<file path="config.mk">
export PLATFORM = sky130hd
export DESIGN_NAME = ddr_cmd_scheduler_flat
export DESIGN_NICKNAME = d
export VERILOG_FILES = /design/src/rtl/ddr_cmd_scheduler_if.sv /design/src/rtl/ddr_cmd_scheduler.sv /design/src/flat_wrapper.sv
export SDC_FILE = /design/constraint.sdc
export NUM_CORES = 1
export LEC_CHECK = 0
export BUFFER_PORTS_ARGS = -buffer_cell sky130_fd_sc_hd__buf_4
export CAP_MARGIN = 10
export CORE_AREA = 2 2 81 83
export DETAILED_ROUTE_END_ITERATION = 16
export DIE_AREA = 0 0 83 85
export GPL_ROUTABILITY_DRIVEN = 0
export PLACE_DENSITY = 0.76
export SYNTH_ARGS = -nofsm -noshare
export SYNTH_HDL_FRONTEND = slang
export SYNTH_SLANG_ARGS = --single-unit
</file>
<file path="constraint.sdc">
create_clock -name dimm_clk -period 2.8 [get_ports dimm_clk]
set_input_delay 0.56 -clock dimm_clk [delete_from_list [all_inputs] [get_ports dimm_clk]]
set_output_delay 0.56 -clock dimm_clk [all_outputs]
set_load 0.01 [all_outputs]
</file>
<file path="src/rtl/ddr_cmd_scheduler_if.sv">
// Request/command/completion bundle between the request queue and the
// DDR5 command scheduler. The queue owner is the master; the scheduler is the slave.
interface ddr_cmd_scheduler_if;
    logic        req_valid;
    logic        req_ready;
    logic [1:0]  req_op;
    logic [33:0] req_addr;
    logic [3:0]  req_core;
    logic        cmd_valid;
    logic [2:0]  cmd;
    logic        cmd_ch;
    logic [2:0]  cmd_bg;
    logic [1:0]  cmd_ba;
    logic [15:0] cmd_addr;
    logic        data_phase;
    logic        done;
    logic [3:0]  done_core;
    logic        done_err;

    modport master (
        output req_valid, req_op, req_addr, req_core,
        input  req_ready, cmd_valid, cmd, cmd_ch, cmd_bg, cmd_ba, cmd_addr,
               data_phase, done, done_core, done_err
    );

    modport slave (
        input  req_valid, req_op, req_addr, req_core,
        output req_ready, cmd_valid, cmd, cmd_ch, cmd_bg, cmd_ba, cmd_addr,
               data_phase, done, done_core, done_err
    );
endinterface

</file>
<file path="src/rtl/ddr_cmd_scheduler.sv">
// Closed-page DDR5 command sequencer: one request at a time, issues
// ACT0/ACT1, RD/WR pair, PRE with tRCD/tCL/tBURST spacing and same-bank tRP.
// All command outputs decode from registered state and latched request fields.
module ddr_cmd_scheduler #(
    parameter int TRCD   = 39,
    parameter int TCL    = 40,
    parameter int TBURST = 8,
    parameter int TRP    = 39
) (
    input  logic               dimm_clk,
    input  logic               rst,
    ddr_cmd_scheduler_if.slave bus
);
    typedef enum logic [3:0] {
        S_IDLE, S_TRP_WAIT, S_ACT0, S_ACT1, S_RCD_WAIT,
        S_CAS0, S_CAS1, S_DATA_WAIT, S_PRE, S_ERR
    } state_t;

    // Wait-state counters count down to 0; each wait state lasts LOAD+1 cycles.
    // RCD_LOAD is unused when TRCD==2 (ACT1 goes straight to CAS0).
    localparam logic [9:0] RCD_LOAD  = 10'(TRCD - 3);
    localparam logic [9:0] DATA_LOAD = 10'(TCL + TBURST - 3);
    localparam logic [9:0] BURST_LEN = 10'(TBURST);
    localparam logic [7:0] TRP_LOAD  = 8'(TRP - 1);

    state_t      r_state, w_next;
    logic [9:0]  r_cnt, w_cnt_val;
    logic        w_cnt_load;
    logic [1:0]  r_op;
    logic        r_ch;
    logic [2:0]  r_bg;
    logic [1:0]  r_ba;
    logic [15:0] r_row;
    logic [5:0]  r_col;
    logic [3:0]  r_core;
    logic [7:0]  r_trp;
    logic [4:0]  r_last_bank;
    logic        r_last_vld;
    logic        w_accept;
    logic        w_same_bank;
    logic        w_unused;

    // col_lo and byte fields have no meaning for the command stream
    assign w_unused = &{1'b0, bus.req_addr[5:0]};

    assign w_accept    = (r_state == S_IDLE) && bus.req_valid;
    assign w_same_bank = r_last_vld && (r_last_bank == {bus.req_addr[9:7], bus.req_addr[11:10]});
    assign bus.req_ready = (r_state == S_IDLE) && !rst;

    // Next-state and wait-counter load decisions
    always_comb begin
        w_next     = r_state;
        w_cnt_load = 1'b0;
        w_cnt_val  = '0;
        case (r_state)
            S_IDLE: begin
                if (bus.req_valid) begin
                    if (bus.req_op == 2'd3)                 w_next = S_ERR;
                    else if (w_same_bank && r_trp != 8'd0)  w_next = S_TRP_WAIT;
                    else                                    w_next = S_ACT0;
                end
            end
            // Leave when the counter hits 0 on this same edge
            S_TRP_WAIT: if (r_trp <= 8'd1) w_next = S_ACT0;
            S_ACT0:     w_next = S_ACT1;
            S_ACT1: begin
                if (TRCD > 2) begin
                    w_next     = S_RCD_WAIT;
                    w_cnt_load = 1'b1;
                    w_cnt_val  = RCD_LOAD;
                end else begin
                    w_next = S_CAS0;
                end
            end
            S_RCD_WAIT: if (r_cnt == 10'd0) w_next = S_CAS0;
            S_CAS0:     w_next = S_CAS1;
            S_CAS1: begin
                w_next     = S_DATA_WAIT;
                w_cnt_load = 1'b1;
                w_cnt_val  = DATA_LOAD;
            end
            S_DATA_WAIT: if (r_cnt == 10'd0) w_next = S_PRE;
            S_PRE:       w_next = S_IDLE;
            S_ERR:       w_next = S_IDLE;
            default:     w_next = S_IDLE;
        endcase
    end

    // State register and shared wait counter
    always_ff @(posedge dimm_clk) begin
        if (rst) begin
            r_state <= S_IDLE;
            r_cnt   <= '0;
        end else begin
            r_state <= w_next;
            if (w_cnt_load)          r_cnt <= w_cnt_val;
            else if (r_cnt != 10'd0) r_cnt <= r_cnt - 10'd1;
        end
    end

    // Capture the request fields on acceptance
    always_ff @(posedge dimm_clk) begin
        if (rst) begin
            r_op <= '0; r_ch <= 1'b0; r_bg <= '0; r_ba <= '0;
            r_row <= '0; r_col <= '0; r_core <= '0;
        end else if (w_accept) begin
            r_op   <= bus.req_op;
            r_row  <= bus.req_addr[33:18];
            r_col  <= bus.req_addr[17:12];
            r_ba   <= bus.req_addr[11:10];
            r_bg   <= bus.req_addr[9:7];
            r_ch   <= bus.req_addr[6];
            r_core <= bus.req_core;
        end
    end

    // Same-bank precharge tracker: remembers the last PRE'd bank and its remaining tRP
    always_ff @(posedge dimm_clk) begin
        if (rst) begin
            r_trp       <= '0;
            r_last_bank <= '0;
            r_last_vld  <= 1'b0;
        end else if (r_state == S_PRE) begin
            r_trp       <= TRP_LOAD;
            r_last_bank <= {r_bg, r_ba};
            r_last_vld  <= 1'b1;
        end else if (r_trp != 8'd0) begin
            r_trp <= r_trp - 8'd1;
        end
    end

    // Command/completion outputs decoded from the registered state
    always_comb begin
        bus.cmd_valid  = 1'b0;
        bus.cmd        = 3'd0;
        bus.cmd_ch     = 1'b0;
        bus.cmd_bg     = 3'd0;
        bus.cmd_ba     = 2'd0;
        bus.cmd_addr   = 16'd0;
        bus.data_phase = 1'b0;
        bus.done       = 1'b0;
        bus.done_core  = 4'd0;
        bus.done_err   = 1'b0;
        case (r_state)
            S_ACT0, S_ACT1: begin
                bus.cmd_valid = 1'b1;
                bus.cmd       = (r_state == S_ACT0) ? 3'd1 : 3'd2;
                bus.cmd_ch    = r_ch;
                bus.cmd_bg    = r_bg;
                bus.cmd_ba    = r_ba;
                bus.cmd_addr  = r_row;
            end
            S_CAS0, S_CAS1: begin
                bus.cmd_valid = 1'b1;
                if (r_op == 2'd1) bus.cmd = (r_state == S_CAS0) ? 3'd5 : 3'd6;
                else              bus.cmd = (r_state == S_CAS0) ? 3'd3 : 3'd4;
                bus.cmd_ch    = r_ch;
                bus.cmd_bg    = r_bg;
                bus.cmd_ba    = r_ba;
                bus.cmd_addr  = {10'b0, r_col};
            end
            // Data beats are the last TBURST cycles of the wait
            S_DATA_WAIT: bus.data_phase = (r_cnt < BURST_LEN);
            S_PRE: begin
                bus.cmd_valid = 1'b1;
                bus.cmd       = 3'd7;
                bus.cmd_ch    = r_ch;
                bus.cmd_bg    = r_bg;
                bus.cmd_ba    = r_ba;
                bus.done      = 1'b1;
                bus.done_core = r_core;
            end
            S_ERR: begin
                bus.done      = 1'b1;
                bus.done_core = r_core;
                bus.done_err  = 1'b1;
            end
            default: ;
        endcase
    end
endmodule
</file>
<file path="src/flat_wrapper.sv">
// flat-port wrapper written by rule: the top's interface ports become plain ports
module ddr_cmd_scheduler_flat 
#(
    parameter int TRCD   = 39,
    parameter int TCL    = 40,
    parameter int TBURST = 8,
    parameter int TRP    = 39
)
  (dimm_clk, rst, bus_req_valid, bus_req_op, bus_req_addr, bus_req_core, bus_req_ready, bus_cmd_valid, bus_cmd, bus_cmd_ch, bus_cmd_bg, bus_cmd_ba, bus_cmd_addr, bus_data_phase, bus_done, bus_done_core, bus_done_err);
  ddr_cmd_scheduler_if bus_i ();
  input  logic dimm_clk;
  input  logic rst;
  input wire logic [$bits(bus_i.req_valid)-1:0] bus_req_valid;
  input wire logic [$bits(bus_i.req_op)-1:0] bus_req_op;
  input wire logic [$bits(bus_i.req_addr)-1:0] bus_req_addr;
  input wire logic [$bits(bus_i.req_core)-1:0] bus_req_core;
  output wire logic [$bits(bus_i.req_ready)-1:0] bus_req_ready;
  output wire logic [$bits(bus_i.cmd_valid)-1:0] bus_cmd_valid;
  output wire logic [$bits(bus_i.cmd)-1:0] bus_cmd;
  output wire logic [$bits(bus_i.cmd_ch)-1:0] bus_cmd_ch;
  output wire logic [$bits(bus_i.cmd_bg)-1:0] bus_cmd_bg;
  output wire logic [$bits(bus_i.cmd_ba)-1:0] bus_cmd_ba;
  output wire logic [$bits(bus_i.cmd_addr)-1:0] bus_cmd_addr;
  output wire logic [$bits(bus_i.data_phase)-1:0] bus_data_phase;
  output wire logic [$bits(bus_i.done)-1:0] bus_done;
  output wire logic [$bits(bus_i.done_core)-1:0] bus_done_core;
  output wire logic [$bits(bus_i.done_err)-1:0] bus_done_err;
  assign bus_i.req_valid = bus_req_valid;
  assign bus_i.req_op = bus_req_op;
  assign bus_i.req_addr = bus_req_addr;
  assign bus_i.req_core = bus_req_core;
  assign bus_req_ready = bus_i.req_ready;
  assign bus_cmd_valid = bus_i.cmd_valid;
  assign bus_cmd = bus_i.cmd;
  assign bus_cmd_ch = bus_i.cmd_ch;
  assign bus_cmd_bg = bus_i.cmd_bg;
  assign bus_cmd_ba = bus_i.cmd_ba;
  assign bus_cmd_addr = bus_i.cmd_addr;
  assign bus_data_phase = bus_i.data_phase;
  assign bus_done = bus_i.done;
  assign bus_done_core = bus_i.done_core;
  assign bus_done_err = bus_i.done_err;
  ddr_cmd_scheduler #(.TRCD(TRCD), .TCL(TCL), .TBURST(TBURST), .TRP(TRP)) u_core (.dimm_clk(dimm_clk), .rst(rst), .bus(bus_i));
endmodule
</file>
# [Word-level counts from Yosys, hierarchy flattened]
# Index checks and enable logic that the tools add are counted.
[word_totals] regBits=62 input_bits=43 elab_cells=78
[classes] add_sub_neg=2 magnitude_cmp=2 n_eq_ne=16 mux=27 reduce_logical=18
[op_table] operator="one-hot mux 16 bit (2 select lines)" n=1
[op_table] operator="one-hot mux 4 bit (8 select lines)" n=1
[op_table] operator="two-way mux 4 bit" n=6
[op_table] operator="two-way mux 10 bit" n=2
[op_table] operator="== test 4 x 3 -> 1 bit (second input constant)" n=4
[op_table] operator="two-way mux 6 bit" n=2
[op_table] operator="one-hot mux 6 bit (2 select lines)" n=1
[op_table] operator="zero test 10 bit" n=1
[op_table] operator="< comparator 10 x 4 -> 1 bit (second input constant)" n=1
[op_table] operator="nonzero test 10 bit" n=1
[op_table] operator="OR reduction 2 bit" n=5
[op_table] operator="subtractor 10 x 1 -> 10 bit (second input constant)" n=1
[op_table] operator="two-way mux 3 bit" n=3
[op_table] operator="one-hot mux 3 bit (3 select lines)" n=1
[op_table] operator="== test 4 x 2 -> 1 bit (second input constant)" n=2
[op_table] operator="== test 4 bit (second input constant)" n=2
[op_table] operator="<= comparator 8 x 1 -> 1 bit (second input constant)" n=1
[op_table] operator="two-way mux 2 bit" n=4
[op_table] operator="nonzero test 8 bit" n=1
[op_table] operator="subtractor 8 x 1 -> 8 bit (second input constant)" n=1
[op_table] operator="two-way mux 1 bit" n=6
[op_table] operator="!= test 2 x 1 -> 1 bit (second input constant)" n=3
[op_table] operator="== test 5 bit" n=1
[op_table] operator="OR reduction 5 bit" n=1
[op_table] operator="9 further kinds" n=13

# [Depth between registers and ports, before layout]
[depth] word_depth=7 mapped_depth=8 depth_no_buf=7

# [Worst setup path before layout]
# OpenSTA, ideal clock, no wires.
[synth_path] kind="reg2out" start="register u_core.r_state[1]" end="output bus_cmd_ba[0]" t_arrival_ns=1.556 t_required_ns=2.240 slack_ns=0.684 stages_incl_launch_ff=7 path_buffers=2 path_cell_list="dfxtp_1 clkbuf_1 clkbuf_1 nor2b_1 nor2_1 o22a_1 nor2b_1"
[synth_between] elab_chain_cells=3
[synth_rtl] item="start, declared" line="ddr_cmd_scheduler.sv:26" source="state_t r_state, w_next;"
[synth_rtl] item="start signal, assigned" line="ddr_cmd_scheduler.sv:95" source="r_state <= w_next;"
[synth_rtl] item="== test 4 x 2 -> 1 bit (tied with other cells)" line="ddr_cmd_scheduler.sv:144" source="case (r_state)"
[synth_rtl] item="OR reduction 5 bit (no source line) *"
[synth_rtl] item="two-way mux 2 bit *" line="ddr_cmd_scheduler.sv:144"
[synth_rtl] item="end, declared" line="flat_wrapper.sv:22" source="output wire logic [$bits(bus_i.cmd_ba)-1:0] bus_cmd_ba;"
# Mark *: on every way between the ends. The rest lies on a longest branch, timed or not.

# [Worst setup path after layout]
[layout_path] start="register u_core.r_state[2]" end="output bus_cmd_ba[0]"
# The elaborated chain is that of the path after synthesis.

==> reports/results.tsv <==
stage	metric	value	unit
outcome	status	completed	
placed_design	hpwl	4.747	mm
critical_path	crit_top_cell	buf_4	
cells_and_area	regArea	1241	um2
route	wl_met1	3.122	mm
critical_path	max_stage_delay	660	ps
critical_path	critPathBufInv	2	
sta	fin_tns_setup	0	ps
logic_synthesis	synth.distinct_cells	43	
pwr	ir_worst_vdd	0.4515	mV
grt	overflow	0	
sta	hold_viol	0	
grt	antenna_found_initial	0	
sta	maxSlewViolCount	0	
pwr	leakage	1.580	nW
grt	grtUsageTotal	20.02	%
clock_tree	cts_buffers	9	
cells_and_area	multi_input_area	1647	um2
logic_synthesis	synth.net_count	438	
sta	timing.fmax	0.3967	GHz
critical_path	arrival	1960	ps
floorplanning	dieWidth	83	um
critical_path	endpoint_kind	output port	
critical_path	crit_chain	nor3b_2, buf_4, nor2_1, o22a_1, nor2b_1, buf_4	
route	drc	0	
logic_synthesis	yosysWarnings	0	
sta	rsz0062_at_grt	no	
route	wl	6.886	mm
cells_and_area	post-route-util	61.02	%
placed_design	port_buffers	70	
floorplanning	die_h	85	um
clock_tree	clockBufferDepth	2	
logic_synthesis	syn_inst	391	
critical_path	critical_path_depth	6	
floorplanning	pin_count	77	
clock_tree	cts_tree	yes	
worst_hold_path	whs_path_depth	2	
sta	worst_pin_slew	569.9	ps
cells_and_area	area_growth	25.77	%
route	met3_length	425	um
cells_and_area	fillers	550	
critical_path	r2r_cells	7	
sta	setup_violations	0	
floorplanning	core_area	6205	um2
worst_hold_path	holdCritPathClass	reg -> reg	
sta	finClkSkew	6.584	ps
job	maxCapViolations	0	
grt	grt_max_degree	57	
cells_and_area	layout-drive-gt1-share	23.26	%
sta	min_period	2521	ps
logic_synthesis	ys_seq_elements	62	
route	wl_met2	3.231	mm
clock_tree	insertion_delay	340	ps
critical_path	cp_data_required_time	2240	ps
route	top_layer_used	met4	
route	first_iter_violations	187	
clock_tree	htreeDepth	3	
clock_tree	holdBufCountCts	0	
floorplanning	dieArea	7055	um2
cells_and_area	diodes	0	
clock_tree	cts_sinks	62	
sta	slew-limit-headroom	62.01	%
floorplanning	rows	29	
grt	grt_pass1_wl	11.79	mm
critical_path	slowest_stage	dfxtp_1	
logic_synthesis	syn_area	3010	um2
pwr	power.density	958.3	nW/um2
route	dr.pass1.iters	4	
route	vias	2844	
logic_synthesis	ys_seq_area_share	41.23	%
critical_path	critical-path-top-delay-family	flip-flops	
critical_path	start_kind	flip-flop	
clock_tree	ctsRootBufferMaster	clkbuf_8	
critical_path	crit_fanout	17	
clock_tree	path_clk_slew	60	ps
logic_synthesis	syn_area_per_cell	7.699	um2
route	wl_per_cell	12.82	um
cells_and_area	num-nets-final	502	
grt	grt_pass1_vias	2651	
sta	finalCritPeriodShare	90.03	%
critical_path	crit_type	reg -> out	
floorplanning	initial_core_util	48.52	%
route	routed_via_density	5.296	
route	ant_nets	0	
-- cell type report --
cell class / instances / area share [%]
clock inverter: 3 / 0.4627
sequential: 62 / 32.78
inverter: 6 / 0.5948
timing repair buffer: 79 / 15.66
multi-input combinational: 297 / 43.49
clock buffer: 13 / 4.461
tap: 77 / 2.545
-- per-layer routing --
layer / vias up / GRT usage, %
met5: - / 0
met2: 72 / 31.23
met3: 14 / 6.809
li1: 1432 / -
met4: 0 / 6.855
met1: 1326 / 26.10
-- repair_timing --
action | in CTS | in global routing
setup endpoints to repair | 0 | 1
setup buffers | 0 | 0
resized for setup | 0 | 1
-- cell usage after synthesis (all sizes together) --
| library cell | instances | share of area, % |
|---|---|---|
| a211oi | 3 | 0.75 |
| a21oi | 53 | 8.8 |
| mux2i | 1 | 0.33 |
| nor2b | 15 | 3.1 |
| o21ai | 6 | 1.0 |
| and2 | 15 | 3.1 |
| nor3b | 6 | 2.0 |
| nand3b | 1 | 0.25 |
| buf | 4 | 0.67 |
| o21ba | 1 | 0.33 |
| nand4 | 2 | 0.91 |
| a311o | 1 | 0.37 |
| a311oi | 1 | 0.29 |
| o21a | 1 | 0.25 |
| nand2 | 92 | 11 |
| nor3 | 7 | 1.2 |
| xor2 | 5 | 1.5 |
| nor2 | 30 | 4.0 |
| nand2b | 4 | 0.83 |
| xnor2 | 12 | 3.5 |
| inv | 6 | 0.75 |
| or2b | 1 | 0.25 |
| a211o | 2 | 0.62 |
| nand3 | 7 | 1.2 |
| o31ai | 6 | 1.5 |
| nor4 | 2 | 0.91 |
| a22oi | 6 | 1.5 |
| ha | 4 | 1.7 |
| a31oi | 2 | 0.42 |
| or4b | 1 | 0.33 |
| dfxtp | 62 | 41 |
| or3 | 2 | 0.42 |
| o22a | 1 | 0.29 |
| or4 | 3 | 0.75 |
| or2 | 2 | 0.42 |
| clkbuf | 22 | 2.7 |
| and3 | 2 | 0.42 |
-- metrics by stage --
stage | total power [mW] | area, um2 | worst slack [ps] | std cells | hold slack [ps]
global route | 3.928 | 3786 | 116.1 | 537 | 455.3
detailed placement | 2.916 | 3597 | 560.0 | 521 | 444.6
floorplan | 2.492 | 3010 | 683.9 | 391 | 431.7
CTS | 3.647 | 3784 | 195.9 | 537 | 456.3
global placement | 2.872 | 3597 | 575.0 | 521 | 436.8
finish | 3.628 | 3786 | 279.0 | 537 | 451.2
-- where the power goes --
group          internal [mW]  switching [mW]  total [mW]
Clock                  0.391           0.338       0.729
Sequential              1.11           0.203        1.32
Combinational          0.706           0.877        1.58
Total                   2.21            1.42        3.63
-- state kept, by name (all words and copies together), names as in the netlist --
signal / cells
u_core.r_row: 16
u_core.r_last_bank: 5
u_core.r_bg: 3
u_core.r_col: 6
u_core.r_ba: 2
u_core.r_op: 2
u_core.r_cnt: 10
u_core.r_state: 4
u_core.r_trp: 8
u_core.r_last_vld: 1
u_core.r_ch: 1
u_core.r_core: 4
-- worst register-to-register path, delay by kind of cell (launching register included) --
kind / cells / cell delay, ps
AND/OR/NAND/NOR: 3 / 950
AO/OA/AOI/OAI: 2 / 610
flip-flops: 1 / 340
adder cells (fa/ha/maj): 1 / 210
buffers and inverters: 1 / 70
-- logic make-up (layout without fill, tap and decap cells) --
family                   Yosys count  count (layout)  synth area share, %
AND/OR/NAND/NOR                  192             192                31.55
buffers and inverters             32             101                4.156
multiplexers                       1               1               0.3325
AO/OA/AOI/OAI                     83              83                16.13
flip-flops                        62              62                41.23
adder cells (fa/ha/maj)            4               4                1.663
XOR/XNOR                          17              17                4.946
-- worst paths after layout --
kind / startpoint / endpoint / slack, ps
worst max register to register: u_core.r_cnt[0] / u_core.r_state[0] / 550
worst max-delay path: u_core.r_state[2] / bus_cmd_ba[0] / 280
worst min register to register: u_core.r_row[6] / u_core.r_row[6] / 450
worst min-delay path: u_core.r_row[6] / u_core.r_row[6] / 450
-- cell usage in the layout, fill, tap and decap left out, types with 2 or more instances in the layout --
master / instances
a211oi_1: 3
nor3b_1: 4
xor2_1: 5
a21oi_1: 53
xnor2_1: 12
and2_1: 15
or4_1: 3
a22oi_1: 6
and3_1: 2
ha_1: 4
nor2_1: 27
or3_1: 2
o21ai_0: 6
a31oi_1: 2
nand2_1: 92
clkinv_2: 2
clkbuf_8: 12
inv_1: 6
nor3_1: 7
buf_4: 79
dfxtp_1: 62
nor2_2: 3
o31ai_1: 6
nand3_1: 7
nand2b_1: 4
nor2b_1: 14
or2_2: 2
(Power assumes the default switching activity.)
